<file path="src/rtl/hvac_pkg.sv">
// hvac_pkg: shared types and constants for the HVAC relay sequencer.
//   - FSM state encoding (also driven out on o_state)
//   - STC word field positions
//   - timer width helper and setpoint scaling helper
package hvac_pkg;

  typedef enum logic [2:0] {
    ST_IDLE     = 3'd0,
    ST_COOL_PRE = 3'd1,
    ST_HEAT     = 3'd2,
    ST_COOL     = 3'd3,
    ST_FAN_POST = 3'd4
  } hvac_state_t;

  localparam int c_stc_heat_bit   = 18;
  localparam int c_stc_cool_bit   = 17;
  localparam int c_stc_cool_sp_hi = 15;
  localparam int c_stc_cool_sp_lo = 8;
  localparam int c_stc_heat_sp_hi = 7;
  localparam int c_stc_heat_sp_lo = 0;

  // Quarter-degree setpoint width and the widened compare width for +hyst.
  localparam int c_sp_q_w = 10;
  localparam int c_cmp_w  = 11;

  // A timer must hold the longest load: 255 seconds worth of cycles.
  function automatic int timer_width(input int clk_freq);
    return $clog2(clk_freq * 255 + 1);
  endfunction

  localparam int c_timer_w = timer_width(50);

  // Integer degrees -> quarter degrees (matches the ufixed(6 downto -2) temp).
  function automatic logic [9:0] sp_to_q(input logic [7:0] sp);
    return {sp, 2'b00};
  endfunction

endpackage

</file>
<file path="src/rtl/hvac_seq_ctrl_timer.sv">
// hvac_dn_timer: seconds-loaded, cycle-exact down-counter.
//   clk, reset   : clock, synchronous active-high reset (clears the count)
//   load, load_s : load load_s seconds (converted to load_s * g_clk_freq cycles)
//   en           : count enable; the count holds at 0 once expired
//   expired      : count == 0
//   nonzero      : count != 0
// Loading N seconds makes 'expired' rise exactly N*g_clk_freq edges later.
module hvac_dn_timer
  import hvac_pkg::*;
#(
  parameter int g_clk_freq = 50,
  parameter int g_w        = timer_width(g_clk_freq)
) (
  input  logic       clk,
  input  logic       reset,
  input  logic       load,
  input  logic [7:0] load_s,
  input  logic       en,
  output logic       expired,
  output logic       nonzero
);

  localparam logic [g_w-1:0] c_freq = g_w'(g_clk_freq);
  localparam logic [g_w-1:0] c_zero = {g_w{1'b0}};
  localparam logic [g_w-1:0] c_one  = g_w'(1);

  logic [g_w-1:0] count_r;
  logic [g_w-1:0] load_val_s;

  assign load_val_s = g_w'(load_s) * c_freq;

  // Count register: load has priority, then decrement down to zero.
  always_ff @(posedge clk) begin
    if (reset) begin
      count_r <= c_zero;
    end else if (load) begin
      count_r <= load_val_s;
    end else if (en && (count_r != c_zero)) begin
      count_r <= count_r - c_one;
    end else begin
      count_r <= count_r;
    end
  end

  assign expired = (count_r == c_zero);
  assign nonzero = (count_r != c_zero);

endmodule

</file>
<file path="src/rtl/hvac_seq_ctrl.sv">
// hvac_seq_ctrl: sequences heat/cool/fan relays from the active STC word and
// the measured temperature, with fan lead/trail, minimum on-time and a
// minimum off-time lockout.
//   i_clk, i_reset : clock, synchronous active-high reset
//   i_stc[31:0]    : [18] heat en, [17] cool en, [15:8] cool sp, [7:0] heat sp
//   i_temp[8:0]    : measured temperature, quarter degrees
//   o_heat/o_cool/o_fan : registered relay drives
//   o_state[2:0]   : current FSM state
//   o_lockout      : min-off timer running
module hvac_seq_ctrl
  import hvac_pkg::*;
#(
  parameter int g_clk_freq    = 50,
  parameter int g_min_on_s    = 4,
  parameter int g_min_off_s   = 6,
  parameter int g_fan_lead_s  = 2,
  parameter int g_fan_trail_s = 3,
  parameter int g_hyst        = 2
) (
  input  logic        i_clk,
  input  logic        i_reset,
  input  logic [31:0] i_stc,
  input  logic [8:0]  i_temp,
  output logic        o_heat,
  output logic        o_cool,
  output logic        o_fan,
  output logic [2:0]  o_state,
  output logic        o_lockout
);

  localparam int c_tw = timer_width(g_clk_freq);
  localparam logic [c_sp_q_w-1:0] c_hyst_q   = c_sp_q_w'(g_hyst);
  localparam logic [c_cmp_w-1:0]  c_hyst_cmp = c_cmp_w'(g_hyst);

  // Fields of the STC word this block does not use.
  logic unused_stc_s;
  assign unused_stc_s = ^{i_stc[31:19], i_stc[16]};

  logic                heat_en_s;
  logic                cool_en_s;
  logic [c_sp_q_w-1:0] heat_sp_q_s;
  logic [c_sp_q_w-1:0] cool_sp_q_s;
  logic [c_sp_q_w-1:0] temp_q_s;
  logic [c_cmp_w-1:0]  heat_clr_s;
  logic [c_sp_q_w-1:0] cool_clr_s;

  assign heat_en_s   = i_stc[c_stc_heat_bit];
  assign cool_en_s   = i_stc[c_stc_cool_bit];
  assign heat_sp_q_s = sp_to_q(i_stc[c_stc_heat_sp_hi:c_stc_heat_sp_lo]);
  assign cool_sp_q_s = sp_to_q(i_stc[c_stc_cool_sp_hi:c_stc_cool_sp_lo]);
  assign temp_q_s    = {1'b0, i_temp};
  assign heat_clr_s  = {1'b0, heat_sp_q_s} + c_hyst_cmp;
  // Cool clear threshold floors at 0 instead of wrapping.
  assign cool_clr_s  = (cool_sp_q_s < c_hyst_q) ? {c_sp_q_w{1'b0}}
                                                : (cool_sp_q_s - c_hyst_q);

  logic heat_dem_r, heat_dem_nxt;
  logic cool_dem_r, cool_dem_nxt;

  // Heat demand with hysteresis: set below setpoint, clear at setpoint + hyst.
  always_comb begin
    heat_dem_nxt = heat_dem_r;
    if (!heat_en_s) begin
      heat_dem_nxt = 1'b0;
    end else if (temp_q_s < heat_sp_q_s) begin
      heat_dem_nxt = 1'b1;
    end else if ({1'b0, temp_q_s} >= heat_clr_s) begin
      heat_dem_nxt = 1'b0;
    end else begin
      heat_dem_nxt = heat_dem_r;
    end
  end

  // Cool demand with hysteresis: set above setpoint, clear at setpoint - hyst.
  always_comb begin
    cool_dem_nxt = cool_dem_r;
    if (!cool_en_s) begin
      cool_dem_nxt = 1'b0;
    end else if (temp_q_s > cool_sp_q_s) begin
      cool_dem_nxt = 1'b1;
    end else if (temp_q_s <= cool_clr_s) begin
      cool_dem_nxt = 1'b0;
    end else begin
      cool_dem_nxt = cool_dem_r;
    end
  end

  // Demand flag registers.
  always_ff @(posedge i_clk) begin
    if (i_reset) begin
      heat_dem_r <= 1'b0;
      cool_dem_r <= 1'b0;
    end else begin
      heat_dem_r <= heat_dem_nxt;
      cool_dem_r <= cool_dem_nxt;
    end
  end

  // Timers.
  logic       st_load_s;
  logic [7:0] st_load_val_s;
  logic       st_expired_s;
  logic       st_nonzero_s;
  logic       lo_load_s;
  logic       lo_expired_s;
  logic       lo_nonzero_s;

  hvac_dn_timer #(.g_clk_freq(g_clk_freq), .g_w(c_tw)) u_state_timer (
    .clk     (i_clk),
    .reset   (i_reset),
    .load    (st_load_s),
    .load_s  (st_load_val_s),
    .en      (1'b1),
    .expired (st_expired_s),
    .nonzero (st_nonzero_s)
  );

  hvac_dn_timer #(.g_clk_freq(g_clk_freq), .g_w(c_tw)) u_lockout_timer (
    .clk     (i_clk),
    .reset   (i_reset),
    .load    (lo_load_s),
    .load_s  (8'(g_min_off_s)),
    .en      (1'b1),
    .expired (lo_expired_s),
    .nonzero (lo_nonzero_s)
  );

  logic unused_timer_s;
  assign unused_timer_s = st_nonzero_s;

  hvac_state_t state_r, state_nxt;
  logic        heat_go_s;
  logic        cool_go_s;
  logic        heat_nxt, cool_nxt, fan_nxt;

  // Enable bits gate the registered demands so a cleared STC word never
  // starts or extends a cycle while the demand flag is still catching up.
  assign heat_go_s = heat_dem_r && heat_en_s;
  assign cool_go_s = cool_dem_r && cool_en_s && !heat_go_s;

  // Next-state and timer-load decisions.
  always_comb begin
    state_nxt     = state_r;
    st_load_s     = 1'b0;
    st_load_val_s = 8'd0;
    lo_load_s     = 1'b0;
    case (state_r)
      ST_IDLE: begin
        if (heat_go_s && lo_expired_s) begin
          state_nxt     = ST_HEAT;
          st_load_s     = 1'b1;
          st_load_val_s = 8'(g_min_on_s);
        end else if (cool_go_s && lo_expired_s) begin
          state_nxt     = ST_COOL_PRE;
          st_load_s     = 1'b1;
          st_load_val_s = 8'(g_fan_lead_s);
        end else begin
          state_nxt = ST_IDLE;
        end
      end
      ST_COOL_PRE: begin
        if (!cool_dem_r || !cool_en_s) begin
          state_nxt     = ST_FAN_POST;
          st_load_s     = 1'b1;
          st_load_val_s = 8'(g_fan_trail_s);
          lo_load_s     = 1'b1;
        end else if (st_expired_s) begin
          state_nxt     = ST_COOL;
          st_load_s     = 1'b1;
          st_load_val_s = 8'(g_min_on_s);
        end else begin
          state_nxt = ST_COOL_PRE;
        end
      end
      ST_HEAT: begin
        if (!heat_en_s || (!heat_dem_r && st_expired_s)) begin
          state_nxt     = ST_FAN_POST;
          st_load_s     = 1'b1;
          st_load_val_s = 8'(g_fan_trail_s);
          lo_load_s     = 1'b1;
        end else begin
          state_nxt = ST_HEAT;
        end
      end
      ST_COOL: begin
        if (!cool_en_s || (!cool_dem_r && st_expired_s)) begin
          state_nxt     = ST_FAN_POST;
          st_load_s     = 1'b1;
          st_load_val_s = 8'(g_fan_trail_s);
          lo_load_s     = 1'b1;
        end else begin
          state_nxt = ST_COOL;
        end
      end
      ST_FAN_POST: begin
        if (st_expired_s) begin
          state_nxt = ST_IDLE;
        end else begin
          state_nxt = ST_FAN_POST;
        end
      end
      default: begin
        state_nxt = ST_IDLE;
      end
    endcase
  end

  // Relay decode from the next state so relays switch together with the state.
  always_comb begin
    heat_nxt = 1'b0;
    cool_nxt = 1'b0;
    fan_nxt  = 1'b0;
    case (state_nxt)
      ST_IDLE:     fan_nxt = 1'b0;
      ST_COOL_PRE: fan_nxt = 1'b1;
      ST_HEAT: begin
        heat_nxt = 1'b1;
        fan_nxt  = 1'b1;
      end
      ST_COOL: begin
        cool_nxt = 1'b1;
        fan_nxt  = 1'b1;
      end
      ST_FAN_POST: fan_nxt = 1'b1;
      default: begin
        heat_nxt = 1'b0;
        cool_nxt = 1'b0;
        fan_nxt  = 1'b0;
      end
    endcase
  end

  // State and relay registers.
  always_ff @(posedge i_clk) begin
    if (i_reset) begin
      state_r <= ST_IDLE;
      o_heat  <= 1'b0;
      o_cool  <= 1'b0;
      o_fan   <= 1'b0;
    end else begin
      state_r <= state_nxt;
      o_heat  <= heat_nxt;
      o_cool  <= cool_nxt;
      o_fan   <= fan_nxt;
    end
  end

  assign o_state   = state_r;
  assign o_lockout = lo_nonzero_s;

endmodule

</file>
<file path="config.mk">
export PLATFORM = sky130hd
export DESIGN_NAME = hvac_seq_ctrl
export DESIGN_NICKNAME = d
export VERILOG_FILES = /design/src/rtl/hvac_pkg.sv /design/src/rtl/hvac_seq_ctrl_timer.sv /design/src/rtl/hvac_seq_ctrl.sv
export SDC_FILE = /design/constraint.sdc
export NUM_CORES = 1
export LEC_CHECK = 0
export ABC_AREA = 0
export BUFFER_PORTS_ARGS = -buffer_cell sky130_fd_sc_hd__buf_2
export CAP_MARGIN = 20
export CELL_PAD_IN_SITES_DETAIL_PLACEMENT = 2
export CELL_PAD_IN_SITES_GLOBAL_PLACEMENT = 2
export CORE_UTILIZATION = 35
export CTS_CLUSTER_DIAMETER = 200
export CTS_CLUSTER_SIZE = 20
export DETAILED_ROUTE_END_ITERATION = 12
export GPL_ROUTABILITY_DRIVEN = 1
export GPL_TIMING_DRIVEN = 1
export PLACE_DENSITY = 0.94
export SYNTH_ARGS = -nofsm -noshare
export SYNTH_HDL_FRONTEND = slang
export SYNTH_SLANG_ARGS = --single-unit
</file>
<file path="constraint.sdc">
create_clock -name i_clk -period 7.2 [get_ports i_clk]
set_input_delay 1.44 -clock i_clk [delete_from_list [all_inputs] [get_ports i_clk]]
set_output_delay 1.44 -clock i_clk [all_outputs]
set_load 0.03 [all_outputs]
</file>
==> results.yml, run 1 <==
critical_path:
  path_common_cell: "ha_1"
  endpoint_kind: "flop"
  worstPathRequired_ns: 7.41
  cpPeakStageDelay_ns: 0.97
  worstSetupPathType: "flop to flop"
  r2r_end: "u_state_timer.count_r[7]$_SDFFE_PP0P_"
  crit_end: "u_state_timer.count_r[7]$_SDFFE_PP0P_"
  worstPathMaxFanout: 8
  critical_path.cell_chain: "inv_1 -> ha_1 -> nor3b_1 -> nand4_2 -> nor4_1 -> a31oi_1 -> ha_1 -> inv_1 -> ha_1 -> xor2_1 -> a21oi_1 -> a311oi_1"
  worstPathArrival_ns: 3.98
  regToRegSetupSlack_ns: 3.44
  r2r_cells: 12
  crit_slowest_cell: "nor4_1"
  r2r_start: "u_lockout_timer.count_r[0]$_SDFFE_PP0P_"
  crit_start: "u_lockout_timer.count_r[0]$_SDFFE_PP0P_"
  start_kind: "flop"
logic_synthesis:
  async_reset_ff_share_pct: 0
  ys_warn_count: 0
  ys_seq_area_share_pct: 27.2
  synth_seq_cells: 36
  synthCells: 331
  synth_edf_count: 0
  syn_area_mm2: 0.00265
  synth_flop_cell: "dfxtp_1"
  synth_cell_type_count: 51
  synth.net_count: 406
  synth.avg_cell_area_um2: 7.99
detailed_routing:
  wl_mm: 8.59
  drt-initial-drc-count: 65
  vias: 2649
  wl_per_cell_um: 18.4
  drc_errors: 0
  ant_nets: 0
  first_pass_iters: 4
  via_per_inst: 5.66
global_routing:
  use_met1_pct: 25.5
  grt_busiest_layer: "met2"
  grtUsageMet2_pct: 43.6
  grt_pass1_vias: 2832
  track_usage_pct: 23.1
  grt_pass1_wl_mm: 13.8
  use_met3_pct: 4.06
  antenna_found_initial: 0
  grt_max_degree: 26
  overflow: 0
finish:
  drive_above_1_share_pct: 14.9
  syn_to_final_growth_pct: 14.8
  final_area_mm2: 0.00304
  final_cell_mix: "36 x dfxtp_1, 35 x buf_2, 32 x ha_1"
  fillers: 892
  nets: 443
  mostFrequentLayoutCell: "dfxtp_1"
  diodes: 0
placed_design:
  port_buffers: 35
  place_area_mm2: 0.00293
  hpwl_mm: 6.61
  gp_congestion: 0.771
sta:
  fin_crit_ns: 3.76
  hold_viol_final: 0
  fin_tns_setup_ns: 0
  rsz0062_at_grt: "no"
  finClkSkew_ns: 0.00737
  setup_viol: 0
  slew_violations: 0
  finalCritPeriodShare_pct: 52.3
  max_slew_margin_pct: 20.1
  max_freq_mhz: 266
  worst_pin_slew_ns: 1.19
cts:
  cts_made_buffers: 5
  clock-sinks: 36
  path_clk_slew_ns: 0.08
  cts_resized: 0
  cts_max_path_buffers: 2
  postCtsSetupBuffers: 0
  clock_latency_ns: 0.30
  hold_buffers: 0
  clock-root-buffer: "clkbuf_8"
  cts.htree.levels: 2
  tritoncts: "done"
worst_hold_path:
  hold_path_depth: 2
  hp-class: "flop to flop"
power_and_ir_drop:
  seqPwrFrac_pct: 29.1
  p_int_mw: 0.630
  leakagePower_nw: 1.35
  power_density_mw_per_mm2: 387
  p_comb_share_pct: 55.2
  switchingPower_mw: 0.546
  ir_drop_uv: 101
  clkPwrFrac_pct: 15.7
  p_sw_share_pct: 46.4
floorplanning:
  io_pins: 50
  rows: 31
  start_util_pct: 36.3
  fp.dieH_um: 89.0
  fp.coreArea_mm2: 0.00729
  dieArea_mm2: 0.00791
  die_w_um: 89.0
run_status:
  status: "finished clean"
flow_run:
  cap_violations: 0
sequential cells by signal (all words and copies together) (netlist names):
signal / cells
u_lockout_timer.count_r: 14
u_state_timer.count_r: 14
o_state: 3
cool_dem_r: 1
heat_dem_r: 1
o_cool: 1
o_fan: 1
o_heat: 1
power groups by stage:
stage	clock network, mW	logic, mW	registers [mW]
after floorplan	0	0.483	0.326
after global placement	0	0.586	0.337
after detailed placement	0	0.628	0.344
after CTS	0.185	0.652	0.341
after global routing	0.195	0.718	0.350
final	0.185	0.649	0.342
critical path, delay by kind of cell, from the launching register on:
kind / cells / cell delay, ns
buffers and inverters: 2 / 0.15
XOR/XNOR: 1 / 0.18
flip-flops: 1 / 0.33
AO/OA/AOI/OAI: 3 / 0.70
adder cells (fa/ha/maj): 3 / 0.82
AND/OR/NAND/NOR: 3 / 1.49
Yosys cell counts, drive strengths merged (2+ instances only):
library cell / n / area share [%]
nand4: 6 / 1.7
o21ai: 15 / 3.0
a211o: 2 / 0.66
nor2: 32 / 4.6
o22ai: 2 / 0.47
o31ai: 4 / 1.7
nor3b: 6 / 1.7
a211oi: 2 / 0.57
mux2i: 2 / 0.76
nand2b: 5 / 1.2
a31oi: 5 / 1.2
or4: 4 / 1.3
nor4: 9 / 2.4
a311oi: 3 / 1.2
dfxtp: 36 / 27
clkbuf: 5 / 0.71
inv: 29 / 4.1
nand3: 12 / 2.3
xor2: 8 / 2.6
nor3: 22 / 4.2
or3: 3 / 0.76
a21oi: 22 / 4.2
o21a: 3 / 0.85
nand2: 28 / 4.1
and3: 3 / 0.71
ha: 32 / 15
xnor2: 16 / 5.3
cells by family after synthesis:
kind of cell / share of synthesized area, %
adders and majority gates: 15.1
AOI/OAI and AO/OA: 16.5
DFF: 27.2
and+or+nand+nor: 27.6
xor gates and xnor gates: 7.94
muxes: 0.757
buffers and inverters: 4.82
stage by stage:
| stage | utilization, % | worst slack, ns | hold WS (ns) | power, mW | cells |
|---|---|---|---|---|---|
| after global placement | 40.1 | 3.55 | 0.498 | 0.923 | 460 |
| after detailed placement | 40.1 | 3.34 | 0.515 | 0.972 | 460 |
| after CTS | 41.7 | 3.46 | 0.531 | 1.18 | 468 |
| final | 41.7 | 3.44 | 0.527 | 1.18 | 468 |
| after global routing | 41.7 | 3.12 | 0.570 | 1.26 | 468 |
| after floorplan | - | 3.90 | 0.484 | 0.809 | 331 |
layout make-up:
cell class | instances | area, um2 | area share [%]
tap | 99 | 124 | 4.08
sequential | 36 | 721 | 23.7
clock buffer | 5 | 68.8 | 2.27
clock inverter | 3 | 42.5 | 1.40
timing repair buffer | 35 | 175 | 5.77
multi-input combinational | 261 | 1800 | 59.2
inverter | 29 | 109 | 3.58
how the worst min path moves through the flow:
stage,start,endpoint,slack [ns]
floorplan,u_lockout_timer.count_r[1]$_SDFFE_PP0P_,u_lockout_timer.count_r[1]$_SDFFE_PP0P_,0.48
global route,u_lockout_timer.count_r[1]$_SDFFE_PP0P_,u_lockout_timer.count_r[1]$_SDFFE_PP0P_,0.57
global placement,u_lockout_timer.count_r[1]$_SDFFE_PP0P_,u_lockout_timer.count_r[1]$_SDFFE_PP0P_,0.50
finish,u_lockout_timer.count_r[1]$_SDFFE_PP0P_,u_lockout_timer.count_r[1]$_SDFFE_PP0P_,0.53
CTS,u_lockout_timer.count_r[1]$_SDFFE_PP0P_,u_lockout_timer.count_r[1]$_SDFFE_PP0P_,0.53
detailed placement,u_lockout_timer.count_r[1]$_SDFFE_PP0P_,u_lockout_timer.count_r[1]$_SDFFE_PP0P_,0.51
routing by layer:
layer,up-vias,part of all wire [%]
met1,1300,41
met5,-,0
li1,1263,-
met4,0,2.5
met3,21,3.9
met2,65,53
No activity file was read; power rests on OpenSTA's default activity.
==> inputs of run 2 (changes only) <==
--- a/config.mk
+++ b/config.mk
@@ -5,18 +5,18 @@
 export SDC_FILE = /design/constraint.sdc
 export NUM_CORES = 1
 export LEC_CHECK = 0
-export ABC_AREA = 0
+export ABC_AREA = 1
 export BUFFER_PORTS_ARGS = -buffer_cell sky130_fd_sc_hd__buf_2
 export CAP_MARGIN = 20
 export CELL_PAD_IN_SITES_DETAIL_PLACEMENT = 2
 export CELL_PAD_IN_SITES_GLOBAL_PLACEMENT = 2
-export CORE_UTILIZATION = 35
+export CORE_UTILIZATION = 28
 export CTS_CLUSTER_DIAMETER = 200
 export CTS_CLUSTER_SIZE = 20
 export DETAILED_ROUTE_END_ITERATION = 12
 export GPL_ROUTABILITY_DRIVEN = 1
 export GPL_TIMING_DRIVEN = 1
-export PLACE_DENSITY = 0.94
+export PLACE_DENSITY = 0.84
 export SYNTH_ARGS = -nofsm -noshare
 export SYNTH_HDL_FRONTEND = slang
 export SYNTH_SLANG_ARGS = --single-unit
==> constraint.sdc (replaced) <==
create_clock -name i_clk -period 3.25 [get_ports i_clk]
set_input_delay 0.65 -clock i_clk [delete_from_list [all_inputs] [get_ports i_clk]]
set_output_delay 0.65 -clock i_clk [all_outputs]
set_load 0.03 [all_outputs]
==> run 2 against run 1 <==
  * Register-to-register slack worse by 2.8 ns
  * Flip-flop and latch count did not move
  * Global-route usage is 6.1 points lower
  * Final cell count grew 26%
  * Worst setup slack got worse by 3.1 ns
  * Largest cell class unchanged
  * Highest routed layer unchanged
==> results.yml, run 2 <==
cts:
  cts_resized: 0
  clock-root-buffer: "clkbuf_8"
  hold_buffers: 0
  path_clk_slew_ns: 0.08
  clock_latency_ns: 0.30
  clock-sinks: 36
  cts_made_buffers: 5
  postCtsSetupBuffers: 0
  tritoncts: "done"
  cts.htree.levels: 2
  cts_max_path_buffers: 2
floorplanning:
  dieArea_mm2: 0.0108
  fp.coreArea_mm2: 0.00995
  rows: 36
  die_w_um: 104
  fp.dieH_um: 104
  start_util_pct: 29.3
  io_pins: 50
global_routing:
  track_usage_pct: 17.0
  overflow: 0
  grt_busiest_layer: "met2"
  antenna_found_initial: 0
  grt_pass1_wl_mm: 14.9
  use_met1_pct: 20.3
  use_met3_pct: 2.32
  grt_max_degree: 17
  grt_pass1_vias: 3189
  grtUsageMet2_pct: 31.6
detailed_routing:
  wl_per_cell_um: 14.5
  drc_errors: 0
  via_per_inst: 4.74
  drt-initial-drc-count: 40
  ant_nets: 0
  vias: 2800
  wl_mm: 8.60
  first_pass_iters: 4
logic_synthesis:
  yosysMostFrequentCell: "nand2_1"
  synth.net_count: 493
  synthTopCellsByCount: "75 x nand2_1, 62 x inv_1, 62 x nor2_1"
  async_reset_ff_share_pct: 0
  synth.largest_area_cell: "dfxtp_1"
  synth_seq_cells: 36
  synth.avg_cell_area_um2: 6.99
  synth_cell_type_count: 35
  synth_flop_cell: "dfxtp_1"
  synthTopCellsByArea: "dfxtp_1 25%, ha_1 14%, nand2_1 9.6%, inv_1 8.0%, nor2_1 8.0%"
  ys_warn_count: 0
  synth_edf_count: 0
  syn_area_mm2: 0.00292
  synth_top_area_share_pct: 24.7
  ys_seq_area_share_pct: 24.7
  synthCells: 418
placed_design:
  place_area_mm2: 0.00326
  gp_congestion: 0.769
  port_buffers: 35
  place_ws_ns: 0.0220
  hpwl_mm: 7.20
critical_path:
  cpPeakStageDelay_ns: 0.29
  worstPathRequired_ns: 3.44
  worstPathArrival_ns: 3.09
  crit_slowest_cell: "ha_1"
  endpoint_kind: "flop"
  start_kind: "input port"
  critical_path.cell_chain: "buf_2 -> inv_1 -> ha_1 -> inv_1 -> nor3_1 -> nand3_1 -> nor2_1 -> nand2_1 -> o21ai_0 -> ha_1 -> a21oi_1 -> o21ai_0 -> o21bai_1 -> a21boi_0 -> o21ai_0 -> a21oi_1"
  worstSetupPathType: "input port to flop"
  worstPathMaxFanout: 7
  path_common_cell: "o21ai_0"
finish:
  final_area_mm2: 0.00335
  final_cell_mix: "75 x nand2_1, 62 x nor2_1, 62 x inv_1"
  syn_to_final_growth_pct: 14.7
  mostFrequentLayoutCell: "nand2_1"
  nets: 533
  diodes: 0
  drive_above_1_share_pct: 19.9
power_and_ir_drop:
  leakagePower_nw: 1.75
  ir_drop_uv: 280
  power_density_mw_per_mm2: 794
  totalPowerFinal_mw: 2.66
sta:
  hold_viol_final: 0
  finalCritPeriodShare_pct: 89.5
  holdWs_ns: 0.488
  setup_slack_ns: 0.343
  fin_tns_setup_ns: 0
  rsz0062_at_grt: "no"
  setup_viol: 0
  max_slew_margin_pct: 71.1
  fin_crit_ns: 2.91
  max_freq_mhz: 344
  slew_violations: 0
  finClkSkew_ns: 0.00979
  worst_pin_slew_ns: 0.430
run_status:
  status: "finished clean"
worst_hold_path:
  hp-class: "flop to flop"
flow_run:
  cap_violations: 0
## run 2: worst paths after layout
| path | startpoint | to | slack, ns | cells past startpoint |
|---|---|---|---|---|
| setup / recovery | i_stc[8] | cool_dem_r$_SDFFE_PP0P_ | 0.34 | 16 |
| setup reg to reg | u_state_timer.count_r[0]$_SDFFE_PP0P_ | u_state_timer.count_r[7]$_SDFFE_PP0P_ | 0.66 | 17 |
| hold reg to reg | u_state_timer.count_r[0]$_SDFFE_PP0P_ | u_state_timer.count_r[0]$_SDFFE_PP0P_ | 0.49 | 2 |
| hold / removal | u_state_timer.count_r[0]$_SDFFE_PP0P_ | u_state_timer.count_r[0]$_SDFFE_PP0P_ | 0.49 | 2 |
## run 2: worst max-delay path, delay by kind of cell
| family | cells | cell delay [ns] |
|---|---|---|
| adders and majority gates | 2 | 0.47 |
| AOI/OAI and AO/OA | 7 | 0.87 |
| and+or+nand+nor | 4 | 0.84 |
| buffers and inverters | 3 | 0.26 |
## run 2: cell families (layout without fill, tap and decap cells)
kind of cell | after synthesis | count (layout) | share of synthesized area (%)
buffers and inverters | 69 | 109 | 9.29
flip-flops | 36 | 36 | 24.7
AO/OA/AOI/OAI | 45 | 45 | 9.21
XOR/XNOR | 19 | 19 | 5.70
adder cells (fa/ha/maj) | 32 | 32 | 13.7
AND/OR/NAND/NOR | 217 | 217 | 37.4
## run 2: metal layers
metal | share of wire [%] | vias to the layer above | wire length [um]
met5 | 0 | - | 0
met4 | 1.1 | 0 | 95
met3 | 2.4 | 7 | 202
met2 | 52 | 29 | 4450
met1 | 45 | 1350 | 3850
li1 | - | 1414 | -
## run 2: area by class of cell
class | instances | area (um2)
Clock buffer | 7 | 96.3
Inverter | 67 | 264
Timing Repair Buffer | 35 | 175
Multi-Input combinational cell | 313 | 1930
Sequential cell | 36 | 721
Tap cell | 133 | 166
Fill cell | 1178 | 6600
## run 2: through the flow
step	util, %	cells
floorplan	-	418
global placement	32.7	584
detailed placement	32.7	584
CTS	33.7	591
global route	33.7	591
finish	33.7	591
## run 2: where the power goes
part           leakage (nW)  switching [mW]  internal, mW
combinational          1.41            1.01         0.575
clock                0.0503           0.174         0.189
sequential            0.295           0.129         0.586
total                  1.75            1.31          1.35
==> inputs of run 3 (changes only) <==
--- a/config.mk
+++ b/config.mk
@@ -6,14 +6,16 @@
 export NUM_CORES = 1
 export LEC_CHECK = 0
 export ABC_AREA = 1
-export BUFFER_PORTS_ARGS = -buffer_cell sky130_fd_sc_hd__buf_2
 export CAP_MARGIN = 20
 export CELL_PAD_IN_SITES_DETAIL_PLACEMENT = 2
 export CELL_PAD_IN_SITES_GLOBAL_PLACEMENT = 2
-export CORE_UTILIZATION = 28
+export CORE_ASPECT_RATIO = 1.75
+export CORE_MARGIN = 2
+export CORE_UTILIZATION = 32
 export CTS_CLUSTER_DIAMETER = 200
 export CTS_CLUSTER_SIZE = 20
 export DETAILED_ROUTE_END_ITERATION = 12
+export DONT_BUFFER_PORTS = 1
 export GPL_ROUTABILITY_DRIVEN = 1
 export GPL_TIMING_DRIVEN = 1
 export PLACE_DENSITY = 0.84
==> run 3 against run 2 <==
  * Total power increased by 2.6%
  * Clock skew decreased by 0.0037 ns
  * Flip-flop and latch count unchanged
  * Global-route usage increased by 0.55 points
  * Clock-buffer cell count increased by 1
  * Via count decreased by 2.4%
  * Critical path depth increased by 1
  * Sequential power increased by 1%
  * Hold slack got worse by 0.059 ns
  * Core utilization increased by 2.1 points
  * Maximum frequency increased by 9.2%
  * Combinational power decreased by 4%
==> results.yml, run 3 (synthesis gave the netlist of run 2 again) <==
detailed_routing:
  drc_errors: 0
  dr_wl_met3_um: 249
  via_per_inst: 5.03
  routed-wl-met2_mm: 5.34
  wl_met1_mm: 2.70
  ant_nets: 0
  vias: 2734
  wl_per_cell_um: 15.4
  highest_layer: "met4"
  drt-initial-drc-count: 31
  wl_mm: 8.40
  first_pass_iters: 5
power_and_ir_drop:
  clkPwrFrac_pct: 18.0
  seqPwrFrac_pct: 26.4
  p_sw_share_pct: 47.0
  switchingPower_mw: 1.28
  p_int_mw: 1.45
  leakagePower_nw: 1.63
  ir_drop_uv: 280
  power_density_mw_per_mm2: 851
  p_comb_share_pct: 55.6
floorplanning:
  start_util_pct: 32.5
  dieArea_mm2: 0.00994
  die_w_um: 76.2
  io_pins: 50
  fp.coreArea_mm2: 0.00898
  rows: 46
  fp.dieH_um: 130
sta:
  holdWs_ns: 0.429
  slew_violations: 0
  finClkSkew_ns: 0.00606
  setup_viol: 0
  max_freq_mhz: 375
  max_slew_margin_pct: 67.3
  fin_crit_ns: 2.66
  hold_viol_final: 0
  fin_tns_setup_ns: 0
  rsz0062_at_grt: "no"
  finalCritPeriodShare_pct: 82.0
  worst_pin_slew_ns: 0.485
cts:
  cts_resized: 0
  cts.htree.levels: 2
  clock_latency_ns: 0.28
  cts_made_buffers: 5
  path_clk_slew_ns: 0.06
  cts_max_path_buffers: 2
  hold_buffers: 0
  clock-sinks: 36
  tritoncts: "done"
  postCtsSetupBuffers: 0
  clock-root-buffer: "clkbuf_16"
global_routing:
  grt_pass1_vias: 3062
  track_usage_pct: 17.6
  overflow: 0
  grt_max_degree: 17
  grt_pass1_wl_mm: 14.0
  antenna_found_initial: 0
finish:
  drive_above_1_share_pct: 13.0
  syn_to_final_growth_pct: 9.89
  fillers: 1125
  diodes: 0
  mostFrequentLayoutCell: "nand2_1"
  nets: 498
  final_cell_mix: "75 x nand2_1, 62 x nor2_1, 62 x inv_1"
placed_design:
  port_buffers: 0
  gp_congestion: 0.780
  hpwl_mm: 7.05
critical_path:
  worstPathRequired_ns: 3.47
  crit_slowest_cell: "dfxtp_1"
  worstPathMaxFanout: 10
  endpoint_kind: "flop"
  cpPeakStageDelay_ns: 0.31
  start_kind: "flop"
  critical_path.cell_chain: "inv_1 -> ha_1 -> nand3_1 -> nor2_2 -> nand2_4 -> nand2_2 -> nand3_2 -> nand2_4 -> nor2_8 -> nand2_4 -> inv_2 -> ha_1 -> inv_1 -> ha_1 -> xor2_1 -> nand2_2 -> a21oi_2"
  worstSetupPathType: "flop to flop"
  worstPathArrival_ns: 2.88
run_status:
  status: "finished clean"
flow_run:
  cap_violations: 0
worst_hold_path:
  hp-class: "input port to flop"
[run 3: cell types whose count changed in the layout (fill, tap and decap cells not counted), sizes merged]
cell | before | now
buf | 35 | 0
clkbuf | 7 | 8
[run 3: final cells by class]
type	count	area [um2]	area share [%]
clock buffer	8	146	4.56
inverter	67	264	8.22
multi-input combinational	313	1930	60.1
sequential	36	721	22.4
tap	120	150	4.68
[run 3: power by group through the flow]
stage          clock [mW]  combinational [mW]  sequential (mW)
2_1_floorplan           0                1.24            0.691
3_3_place_gp            0                1.45            0.718
3_5_place_dp            0                1.53            0.728
4_1_cts             0.505                1.55            0.722
5_1_grt             0.519                1.73            0.745
6_report            0.490                1.52            0.721
[run 3: through the flow]
step | cell area [um2] | power (mW) | utilization (%) | worst slack (ns) | cells
final | 3210 | 2.73 | 35.8 | 0.587 | 544
after floorplan | 2920 | 1.93 | - | 0.675 | 418
after detailed placement | 3060 | 2.26 | 34.1 | 0.255 | 536
after CTS | 3210 | 2.78 | 35.8 | 0.543 | 544
after global placement | 3060 | 2.16 | 34.1 | 0.292 | 536
after global routing | 3210 | 2.99 | 35.8 | 0.296 | 544
[run 3: worst paths after layout]
check | from | to | slack, ns | depth (start not counted)
max reg2reg | u_state_timer.count_r[0]$_SDFFE_PP0P_ | u_state_timer.count_r[7]$_SDFFE_PP0P_ | 0.59 | 17
min | i_reset | u_state_timer.count_r[2]$_SDFFE_PP0P_ | 0.43 | 1
max | u_state_timer.count_r[0]$_SDFFE_PP0P_ | u_state_timer.count_r[7]$_SDFFE_PP0P_ | 0.59 | 17
min reg2reg | u_state_timer.count_r[0]$_SDFFE_PP0P_ | u_state_timer.count_r[0]$_SDFFE_PP0P_ | 0.48 | 2
[run 3: metal layers]
metal / GRT usage, % / vias to the layer above
li1: - / 1344
met1: 14.3 / 1347
met2: 40.7 / 37
met3: 2.68 / 6
met4: 5.24 / 0
met5: 0 / -
[run 3: worst max-delay path: cells and delay by family (launching register included)]
| family | cells | cell delay (ns) |
|---|---|---|
| buffers and inverters | 3 | 0.23 |
| DFF | 1 | 0.31 |
| adders and majority gates | 3 | 0.68 |
| AOI/OAI and AO/OA | 1 | 0.12 |
| and+or+nand+nor | 9 | 1.04 |
| xor gates and xnor gates | 1 | 0.22 |
